**config.mk**
```make
export PLATFORM = sky130hd
export DESIGN_NAME = pipe_hazard_ctrl
export DESIGN_NICKNAME = d
export VERILOG_FILES = /design/src/rtl/pipe_hazard_ctrl.sv
export SDC_FILE = /design/constraint.sdc
export NUM_CORES = 1
export LEC_CHECK = 0
export ABC_AREA = 1
export BUFFER_PORTS_ARGS = -buffer_cell sky130_fd_sc_hd__buf_2
export CAP_MARGIN = 20
export CORE_MARGIN = 5
export CORE_UTILIZATION = 30
export CTS_CLUSTER_DIAMETER = 80
export CTS_CLUSTER_SIZE = 10
export DETAILED_ROUTE_END_ITERATION = 16
export SETUP_SLACK_MARGIN = 0.5
export SYNTH_ARGS = -nofsm -noshare
export SYNTH_HDL_FRONTEND = slang
export SYNTH_SLANG_ARGS = --single-unit
```
**constraint.sdc**
```tcl
create_clock -name clk -period 3.4 [get_ports clk]
set_clock_uncertainty 0.1 [all_clocks]
set_input_delay 0.17 -clock clk [delete_from_list [all_inputs] [get_ports clk]]
set_output_delay 0.17 -clock clk [all_outputs]
set_load 0.02 [all_outputs]
```
**src/rtl/pipe_hazard_ctrl.sv**
```systemverilog
// In-order pipeline sequencer: RAW interlock over EX/MEM/WB, multi-cycle EX hold, branch flush.
// Latency: all controls are combinational from the current state and the decode inputs.
// Backpressure: stalls the front end on a hazard or busy EX; a flush overrides both.
module pipe_hazard_ctrl #(
   parameter int RA_W   = 3,
   parameter int MC_LAT = 4,
   parameter int CNT_W  = 16
) (
   input  logic             clk,
   input  logic             rst,
   input  logic             id_valid,
   input  logic [RA_W-1:0]  id_rs1,
   input  logic             id_rs1_en,
   input  logic [RA_W-1:0]  id_rs2,
   input  logic             id_rs2_en,
   input  logic [RA_W-1:0]  id_rd,
   input  logic             id_rd_en,
   input  logic             id_vec,
   input  logic             id_mc,
   input  logic             ex_branch_taken,
   output logic             en_if,
   output logic             en_id,
   output logic             flush_id,
   output logic             en_ex,
   output logic             ex_bubble,
   output logic             mem_bubble,
   output logic             stall,
   output logic [CNT_W-1:0] stall_cnt
);

   localparam int EXC_W = $clog2(MC_LAT);

   typedef struct packed {
      logic            v;
      logic [RA_W-1:0] rd;
      logic            vec;
   } slot_t;

   slot_t            ex_q, mem_q, wb_q;
   logic [EXC_W-1:0] ex_cnt;
   logic             busy, flush, hazard;

   function automatic logic hit(input slot_t s, input logic [RA_W-1:0] rs,
                                input logic en, input logic vec);
      return en && s.v && (s.vec == vec) && (s.rd == rs);
   endfunction

   assign busy  = (ex_cnt != '0);
   assign flush = ex_branch_taken && !busy;

   // The register file does not bypass, so a producer still in WB blocks its readers.
   always_comb begin
      hazard = 1'b0;
      if (id_valid) begin
         hazard = hit(ex_q,  id_rs1, id_rs1_en, id_vec) || hit(ex_q,  id_rs2, id_rs2_en, id_vec) ||
                  hit(mem_q, id_rs1, id_rs1_en, id_vec) || hit(mem_q, id_rs2, id_rs2_en, id_vec) ||
                  hit(wb_q,  id_rs1, id_rs1_en, id_vec) || hit(wb_q,  id_rs2, id_rs2_en, id_vec);
      end
   end

   always_comb begin
      en_if      = 1'b1;
      en_id      = 1'b1;
      flush_id   = 1'b0;
      en_ex      = 1'b1;
      ex_bubble  = 1'b0;
      mem_bubble = 1'b0;
      stall      = 1'b0;
      if (rst) begin
         en_if      = 1'b0;
         flush_id   = 1'b1;
         ex_bubble  = 1'b1;
         mem_bubble = 1'b1;
      end else if (flush) begin
         flush_id  = 1'b1;
         ex_bubble = 1'b1;
      end else if (busy) begin
         en_if      = 1'b0;
         en_id      = 1'b0;
         en_ex      = 1'b0;
         mem_bubble = 1'b1;
         stall      = 1'b1;
      end else if (hazard) begin
         en_if     = 1'b0;
         en_id     = 1'b0;
         ex_bubble = 1'b1;
         stall     = 1'b1;
      end
   end

   always_ff @(posedge clk) begin
      if (rst) begin
         ex_q      <= '0;
         mem_q     <= '0;
         wb_q      <= '0;
         ex_cnt    <= '0;
         stall_cnt <= '0;
      end else begin
         wb_q <= mem_q;
         if (flush) begin
            ex_q.v <= 1'b0;
            mem_q  <= ex_q;
         end else if (busy) begin
            // EX holds the multi-cycle op; MEM drains as a bubble.
            mem_q.v <= 1'b0;
            ex_cnt  <= ex_cnt - 1'b1;
         end else if (hazard) begin
            ex_q.v <= 1'b0;
            mem_q  <= ex_q;
            if (stall_cnt != '1)
               stall_cnt <= stall_cnt + 1'b1;
         end else begin
            ex_q   <= '{v: id_valid && id_rd_en, rd: id_rd, vec: id_vec};
            mem_q  <= ex_q;
            ex_cnt <= (id_valid && id_mc) ? EXC_W'(MC_LAT - 1) : '0;
         end
      end
   end

endmodule

```
==> metrics, run 1 <==
status=finished, final reports clean; Synth Net Count=roughly 360; leak pwr=approximately 1.2 nW; Worst Setup End Kind=output pin; row count=29; Worst slew margin=53.58%; slowest cell on the critical path=dfxtp_1; DRC=0; WL/cell=~11 um; worst-margin pin slew=695.5 ps; root buffer cell=clkbuf_8; worst path cell trace=nand2_1 > inv_1 > nand2_1 > nor2_1 > nand2_1 > nand2_1 > nand2_2 > nand3_4 > nand2_1 > nand2_1 > nand2_1 > nand2_1 > inv_1 > buf_2; Setup CP Type=register to output pin; met1 usage=16.11%; initial antenna violation count=0; Crit path max-delay family=simple AND/OR/NAND/NOR gates; Netlist cell types=25; busiest grt layer=met2; Mapped Cells=between 300 and 400; # resized after CTS=0; maxcap violations=0; vias in the first global route=between 1500 and 2000; Detailed Place HPWL=3.878 mm; Worst-Skew Late Latency=around 290 ps; Die X=about 92 um; Final ANT Viol Nets=0; warning count from the yosys run=0; H-tree depth=2; setup violators final=0; DP Area=approximately 2300 um2; register bit count reported by yosys=33; Setup crit start kind=register; drt total wl=about 5 mm; drt via density=approximately 4.4; total global routing track utilization=approximately an eighth; Final Hold Violating Endpoints=0; Worst Path Arrival=1800 ps; first-pass GRT wire length=~8.5 mm; Pwr Density=about 340 nW/um2; Critical Path Max Stage Delay=420 ps; PortBufs=40; largest net degree at the start of global routing=24; met3 GRT Util=under 10%; min-delay worst type=input port to register; met2 GRT Util=between 15 and 20%; total CTS buffers=5; Seq/Total Area, Yosys=about 33%; Data required, critical path=roughly 3100 ps; antenna cells=0; total gr overflow=0; setup TNS=0 ps; Final Instance Area=roughly 2400 um2; Post-CTS Setup Inserts=0; clock sink count=33; # hold bufs at CTS=0; CTS tree=yes; Iteration-0 DRC Markers=between 70 and 80; Mapped Area=~2000 um2; Avg Cell Area, Syn=between 5 and 6 um2; Tcrit/Tclk final=between 60% and 70%; P&R area growth vs syn=17.81%; Max rail drop VDD=roughly 0.22 mV; CP Max Fanout=9; Clock Pin Slew Worst Setup and Hold Paths=about 60 ps; RSZ-0062 raised after global routing=no; Min Hold Slack=around 8.4 ps; DR pass1 iterations=4; Total Power=approximately 0.81 mW; critical path's most frequent cell=nand2_1; CORE AREA=about 6400 um2; Initial Util=between 30% and 40%; Final min period=between 2000 and 2500 ps; GPL Wtd Cong=approximately 0.86; Die ar.=between 8000 and 9000 um2; vias=2029; Crit path buffers/inverters=3; Top Ports=a little over 40; final layout net count=between 400 and 500; share of layout cells above drive strength 1=between 10% and 20%; Max Buffers Root-to-Sink=2; Final Max Tran Viols=0; Die H=91.69 um; fmax=just under 500 MHz
-- worst register-to-register path: stages (launching register included) --
cell     delay [ps]
dfxtp_1         400
ha_1            220
nand2_1          60
nor2_1          200
nand4_1         110
nand2_1         180
inv_2            90
nand2_2         100
nor2_2           60
nand2_1          90
nor2_1           50
nand2_1          60
nand2_1          40
nor2_1          110
-- cell families (layout without fill, tap and decap cells) --
group           Yosys count  count (layout)  synth area share [%]
xor+xnor                  3               3                 1.313
simple gates            209             209                 43.31
compound gates           24              24                 8.374
fa+ha+maj                 1               1                0.6249
buf+inv                  69             113                 13.37
flops                    33              33                 33.00
-- state kept, by name, summed over array words and instances (netlist names) --
register / count
mem_q: 5
ex_cnt: 2
wb_q: 5
ex_q: 5
stall_cnt: 16
-- power breakdown --
group          switching [mW]  internal [mW]  leakage [nW]
Clock                   0.139          0.145        0.0395
Sequential            0.00766          0.398         0.268
Combinational          0.0775         0.0388         0.894
-- routing by layer --
metal  wire, um  share of wire (%)
met1       2361                 48
met2       2214                 45
met3        321                6.5
met4         68                1.4
met5          0                  0
-- cells in the final DEF, fill, tap and decap left out --
master	instances
a21oi_1	2
buf_2	40
buf_4	1
clkbuf_1	3
clkbuf_8	5
dfxtp_1	33
ha_1	1
inv_1	58
inv_2	6
nand2_1	113
nand2_2	3
nand3_1	9
nand3_2	1
nand3_4	2
nand4_1	10
nor2_1	68
nor2_2	1
nor3_1	2
o211ai_1	1
o21ai_0	9
o21ai_2	4
o21bai_2	4
o22ai_1	4
xnor2_1	2
xor2_1	1
-- per-stage QoR --
step           util [%]  worst slack [ps]  instances
5_1_grt           36.72              1107        460
3_3_place_gp      35.48              1523        452
4_1_cts           36.72              1296        460
2_1_floorplan         -              1608        339
6_report          36.72              1331        460
3_5_place_dp      35.48              1481        452
-- Yosys cell counts --
cell	number	share of area, %
clkbuf_1	2	0.38
buf_6	1	0.56
o21bai_2	4	2.2
inv_1	58	11
o22ai_1	4	1.2
o21ai_2	4	1.7
nand2_1	113	21
nand4_1	10	3.1
ha_1	1	0.62
o21ai_0	9	2.2
nand2_2	3	0.94
nand3_2	1	0.50
nand3_4	2	1.7
inv_2	6	1.1
dfxtp_1	33	33
buf_2	1	0.25
nor2_2	1	0.31
nor3_1	2	0.50
nand3_1	9	2.2
xor2_1	1	0.44
xnor2_1	2	0.88
buf_1	1	0.19
nor2_1	68	13
a21oi_1	2	0.50
o211ai_1	1	0.38
-- path summary, 6_finish.rpt --
check | start | end | slack, ps | depth (start not counted)
hold / removal | id_rd[1] | ex_q[2] | 8 | 3
setup / recovery | ex_q[4] | en_if | 1330 | 14
hold reg to reg | mem_q[0] | wb_q[0] | 360 | 2
setup reg to reg | stall_cnt[0] | stall_cnt[15] | 1470 | 13
-- final cells by class --
| cell class | instances | area [um2] |
|---|---|---|
| fill | 700 | 4064 |
| sequential | 33 | 660.6 |
| timing repair buffer | 41 | 207.7 |
| multi-input combinational | 237 | 1074 |
| inverter | 64 | 240.2 |
| clock buffer | 8 | 80.08 |
| tap | 77 | 96.34 |
Power figures use the tool's default switching activity.
==> run 2, diff against run 1 <==
clock period = 1.9 ns   (was 3.4 ns; I/O delays follow)
==> metrics, run 2 (synthesis gave the netlist of run 1 again) <==
antenna cells=0; reg2reg start=mem_q[1]; setup TNS=0 ps; RSZ-0062 raised after global routing=yes; min-delay src=id_vec; min-delay worst type=input port to register; Final ANT Viol Nets=0; hold path cells=3; largest net degree at the start of global routing=14; vias=approximately 2200; Final Max Tran Viols=0; Clock Pin Slew Worst Setup and Hold Paths=70 ps; Critical Path Max Stage Delay=between 300 and 400 ps; Initial Util=just over 30%; final layout net count=431; GPL Wtd Cong=approximately 0.85; Final Instance Area=around 2900 um2; Crit path max-delay family=simple AND/OR/NAND/NOR gates; Crit path buffers/inverters=3; share of layout cells above drive strength 1=38.01%; Final Hold Violating Endpoints=0; Max Buffers Root-to-Sink=2; Pwr Density=approximately 540 nW/um2; Worst-Skew Late Latency=between 200 and 300 ps; Worst Setup End Kind=output pin; root buffer cell=clkbuf_8; drt total wl=~5.6 mm; fmax=between 500 and 600 MHz; slowest cell on the critical path=dfxtp_2; Total Power=about 1.6 mW; WL/cell=between 10 and 15 um; first-pass GRT wire length=about 9.4 mm; CP Max Fanout=5; placed cells=454; H-tree depth=2; Setup crit start kind=register; DR pass1 iterations=4; total CTS buffers=5; total gr overflow=0; setup violators final=0; P&R area growth vs syn=43.87%; commonest non-fill, non-tap cells in the layout=nand2_1 (97), nor2_1 (59), inv_1 (47); Die X=between 90 and 100 um; Min Hold Slack=20.91 ps; non-filler cells, final=around 500; most flop-heavy register=stall_cnt; leak pwr=1.420 nW; Crit path depth=12; Setup CP Type=register to output pin; Critical path origin=mem_q[1]; clock sink count=33; drt via density=between 4 and 5; commonest non-fill, non-tap cell in the layout=nand2_1; Die H=a little over 90 um; initial antenna violation count=0; max FFs per register=16; total global routing track utilization=13.73%; maxcap violations=0; worst-margin pin slew=327.3 ps; Top Ports=41; DP Area=about 2400 um2; Final min period=1835 ps; Max rail drop VDD=roughly 0.33 mV; Die ar.=roughly 8400 um2; Iteration-0 DRC Markers=63; vias in the first global route=between 2000 and 2500; PortBufs=40; row count=29; status=finished, final reports clean; Worst slew margin=78.15%; CTS tree=yes; Detailed Place HPWL=between 3 and 4 mm; depth of the most critical reg-to-reg path=14; CORE AREA=6422 um2; Tcrit/Tclk final=between 90% and 100%; Data required, critical path=approximately 1700 ps; worst path cell trace=inv_4 > nand2_2 > nand2_1 > nor2_1 > nand2_1 > nand2_1 > nand2_2 > nand3_4 > buf_6 > nand3_4 > nand2_2 > buf_6; Worst Path Arrival=~1600 ps; DRC=0
[run 2: changes by cell type in the layout (fill, tap and decap cells not counted), moves of 11 or more]
cell / before / now
buf_4: 1 / 16
dfxtp_1: 33 / 8
nand2_1: 113 / 97
buf_6: 0 / 15
inv_1: 58 / 47
dfxtp_2: 0 / 22
[run 2: power by group]
part           switching (mW)  total (mW)  internal, mW
clock network           0.257       0.518         0.260
logic                   0.174       0.310         0.136
registers              0.0155       0.728         0.712
total                   0.447        1.56          1.11
[run 2: what timing repair did]
action / CTS / global route
hold buffers: 6 / 0
pin swaps: 15 / 17
gates resized for setup: 30 / 32
buffers inserted: 17 / 5
endpoints found under the setup margin: 30 / 30
endpoints found under the hold margin: 8 / 0
[run 2: per-stage QoR]
step                      setup WS (ps)  utilization [%]
after global placement            203.9            37.35
after global routing             -53.55            44.85
after CTS                         85.17            42.84
after floorplan                   331.4                -
after detailed placement          194.3            37.35
final                             64.97            44.85
[run 2: final timing paths]
kind	slack (ps)	end
min reg2reg	350	wb_q[4]
max reg2reg	100	stall_cnt[0]
min	20	ex_q[0]
max	60	ex_bubble
[run 2: area by class of cell]
class / instances / area [um2]
Clock buffer: 8 / 80.08
Fill cell: 643 / 3542
Inverter: 64 / 245.2
Multi-Input combinational cell: 237 / 1225
Sequential cell: 33 / 699.4
Tap cell: 77 / 96.34
Timing Repair Buffer: 71 / 534.3
[run 2: worst register-to-register path, stage by stage, from the launching register on]
cell and delay [ps]:
dfxtp_2 360, inv_4 50, nand2_2 40, nand2_1 40, nor2_1 100, nand2_1 60
nand2_1 90, nand2_2 70, nand3_4 120, buf_6 110, buf_6 90, nand4_1 200
nand2_1 110, nand2_1 70, nor2_1 120
[run 2: layer usage]
metal  vias to the layer above  routed length [um]  track usage, %
li1                       1173                   -               -
met1                       987                2450           15.26
met2                        49                2763           24.59
met3                        10                 312           4.583
met4                         0                 100           4.579
met5                         -                   0               0
==> run 3, diff against run 2 <==
CORE_UTILIZATION = 40   (was 30)
==> metrics, run 3 (synthesis gave the netlist of run 1 again) <==
status=finished, final reports clean; vias in the first global route=2071; Critical path origin=mem_q[3]; DRC=0; Tcrit/Tclk final=95.39%; Die ar.=6520 um2; met3 GRT Util=about 2.9%; met1 usage=about a fifth; met2 GRT Util=between 30% and 40%; Final Max Tran Viols=0; max FFs per register=16; total CTS buffers=5; Min Hold Slack=approximately 32 ps; PortBufs=40; largest net degree at the start of global routing=16; Die X=approximately 81 um; row count=25; Pwr Density=~550 nW/um2; Worst slew margin=78.04%; Die H=just over 80 um; Reg2Reg Setup Slack=around 150 ps; fill count=approximately 480; Iteration-0 DRC Markers=55; total global routing track utilization=between 10% and 20%; CP Capture Point=en_if; drt via density=4.567; commonest non-fill, non-tap cell in the layout=nand2_1; initial antenna violation count=0; Worst-Skew Late Latency=between 200 and 300 ps; final layout net count=roughly 430; Sw Ratio=approximately 28%; vias=between 2000 and 2500; H-tree depth=2; Final Hold Violating Endpoints=0; Max Buffers Root-to-Sink=2; depth of the most critical reg-to-reg path=15; Initial Util=a little over two fifths; reg2reg start=mem_q[3]; CTS tree=yes; DR pass1 iterations=4; antenna cells=0; RSZ-0062 raised after global routing=yes; min-delay worst type=input port to register; Reg power frac=46.5%; hold path cells=3; Clock Pin Slew Worst Setup and Hold Paths=about 60 ps; Final min period=1812 ps; RR Endpoint=stall_cnt[9]; Worst Path Arrival=around 1600 ps; worst-margin pin slew=around 330 ps; NetSw=approximately 0.44 mW; GPL Wtd Cong=roughly 0.86; leak pwr=1.392 nW; Top Ports=41; Worst Setup End Kind=output pin; P&R area growth vs syn=42.69%; power share of the clock group=35.3%; setup violators final=0; busiest grt layer=met2; commonest non-fill, non-tap cells in the layout=nand2_1 (95), nor2_1 (57), inv_1 (47); combinational share of power=between 10% and 20%; clock sink count=33; Setup crit start kind=register; CP Max Fanout=4; share of layout cells above drive strength 1=around 39%; core occupancy in the finished layout=slightly below 60%; Detailed Place HPWL=about 4 mm; CORE AREA=between 4000 and 5000 um2; drt total wl=5.335 mm; fmax=about 550 MHz; Data required, critical path=around 1700 ps; Setup CP Type=register to output pin; Max rail drop VDD=a little under 0.3 mV; P_int=about 1.1 mW; WL/cell=around 11 um; Final ANT Viol Nets=0; root buffer cell=clkbuf_8; first-pass GRT wire length=9.101 mm; maxcap violations=0; most flop-heavy register=stall_cnt; total gr overflow=0
[run 3: worst max-delay path: stages (launching register included)]
cell	delay (ps)
dfxtp_2	340
inv_2	50
nand2_1	50
nand2_1	50
nor2_1	110
nand2_1	60
nand2_1	70
nand2_2	60
nand3_4	100
nand2_4	70
nand2_4	90
nand2_2	60
nand2_2	70
inv_2	40
buf_6	120
[run 3: repair_timing]
action                     in CTS  in global routing
gates resized for setup        23                 36
hold endpoints to repair        9                  0
hold buffers                    6                  0
setup endpoints to repair      30                 30
pin swaps                      16                 18
gates cloned                    0                  0
setup buffers                  14                  5
[run 3: cell type report]
class | count | area (um2) | area share (%)
multi-input combinational | 237 | 1251 | 43.80
sequential | 33 | 698.2 | 24.44
timing repair buffer | 67 | 485.5 | 17.00
inverter | 64 | 247.7 | 8.673
clock buffer | 8 | 90.09 | 3.154
tap | 67 | 83.83 | 2.935
[run 3: metrics by stage]
step                      power (mW)  instance area, um2  setup WS, ps  setup TNS [ps]  cells
after global routing           1.654                2856        -77.09          -137.0    476
after global placement        0.9649                2379         106.1               0    443
after CTS                      1.557                2714         105.2               0    471
final                          1.562                2856         87.59               0    476
after floorplan               0.8912                2107         331.4               0    339
after detailed placement      0.9654                2379         61.98               0    443
[run 3: how the worst min path moves through the flow]
stage / startpoint / to / slack, ps
after floorplan: rst / stall_cnt[0] / 60
after global placement: id_rd[2] / ex_q[3] / 220
after detailed placement: id_rd[2] / ex_q[3] / 220
after CTS: id_vec / ex_q[0] / 30
after global routing: id_vec / ex_q[0] / 40
final: id_vec / ex_q[0] / 30
[run 3: routing by layer]
layer  vias to the layer above  share of wire [%]
li1                       1165                  -
met1                       962                 45
met2                        39                 50
met3                         8                3.0
met4                         0                2.0
met5                         -                  0
[run 3: power groups by stage]
stage	clock, mW	sequential [mW]	combinational [mW]
6_report	0.551	0.727	0.284
2_1_floorplan	0	0.740	0.151
4_1_cts	0.568	0.728	0.261
3_5_place_dp	0	0.743	0.223
3_3_place_gp	0	0.742	0.223
5_1_grt	0.605	0.730	0.319
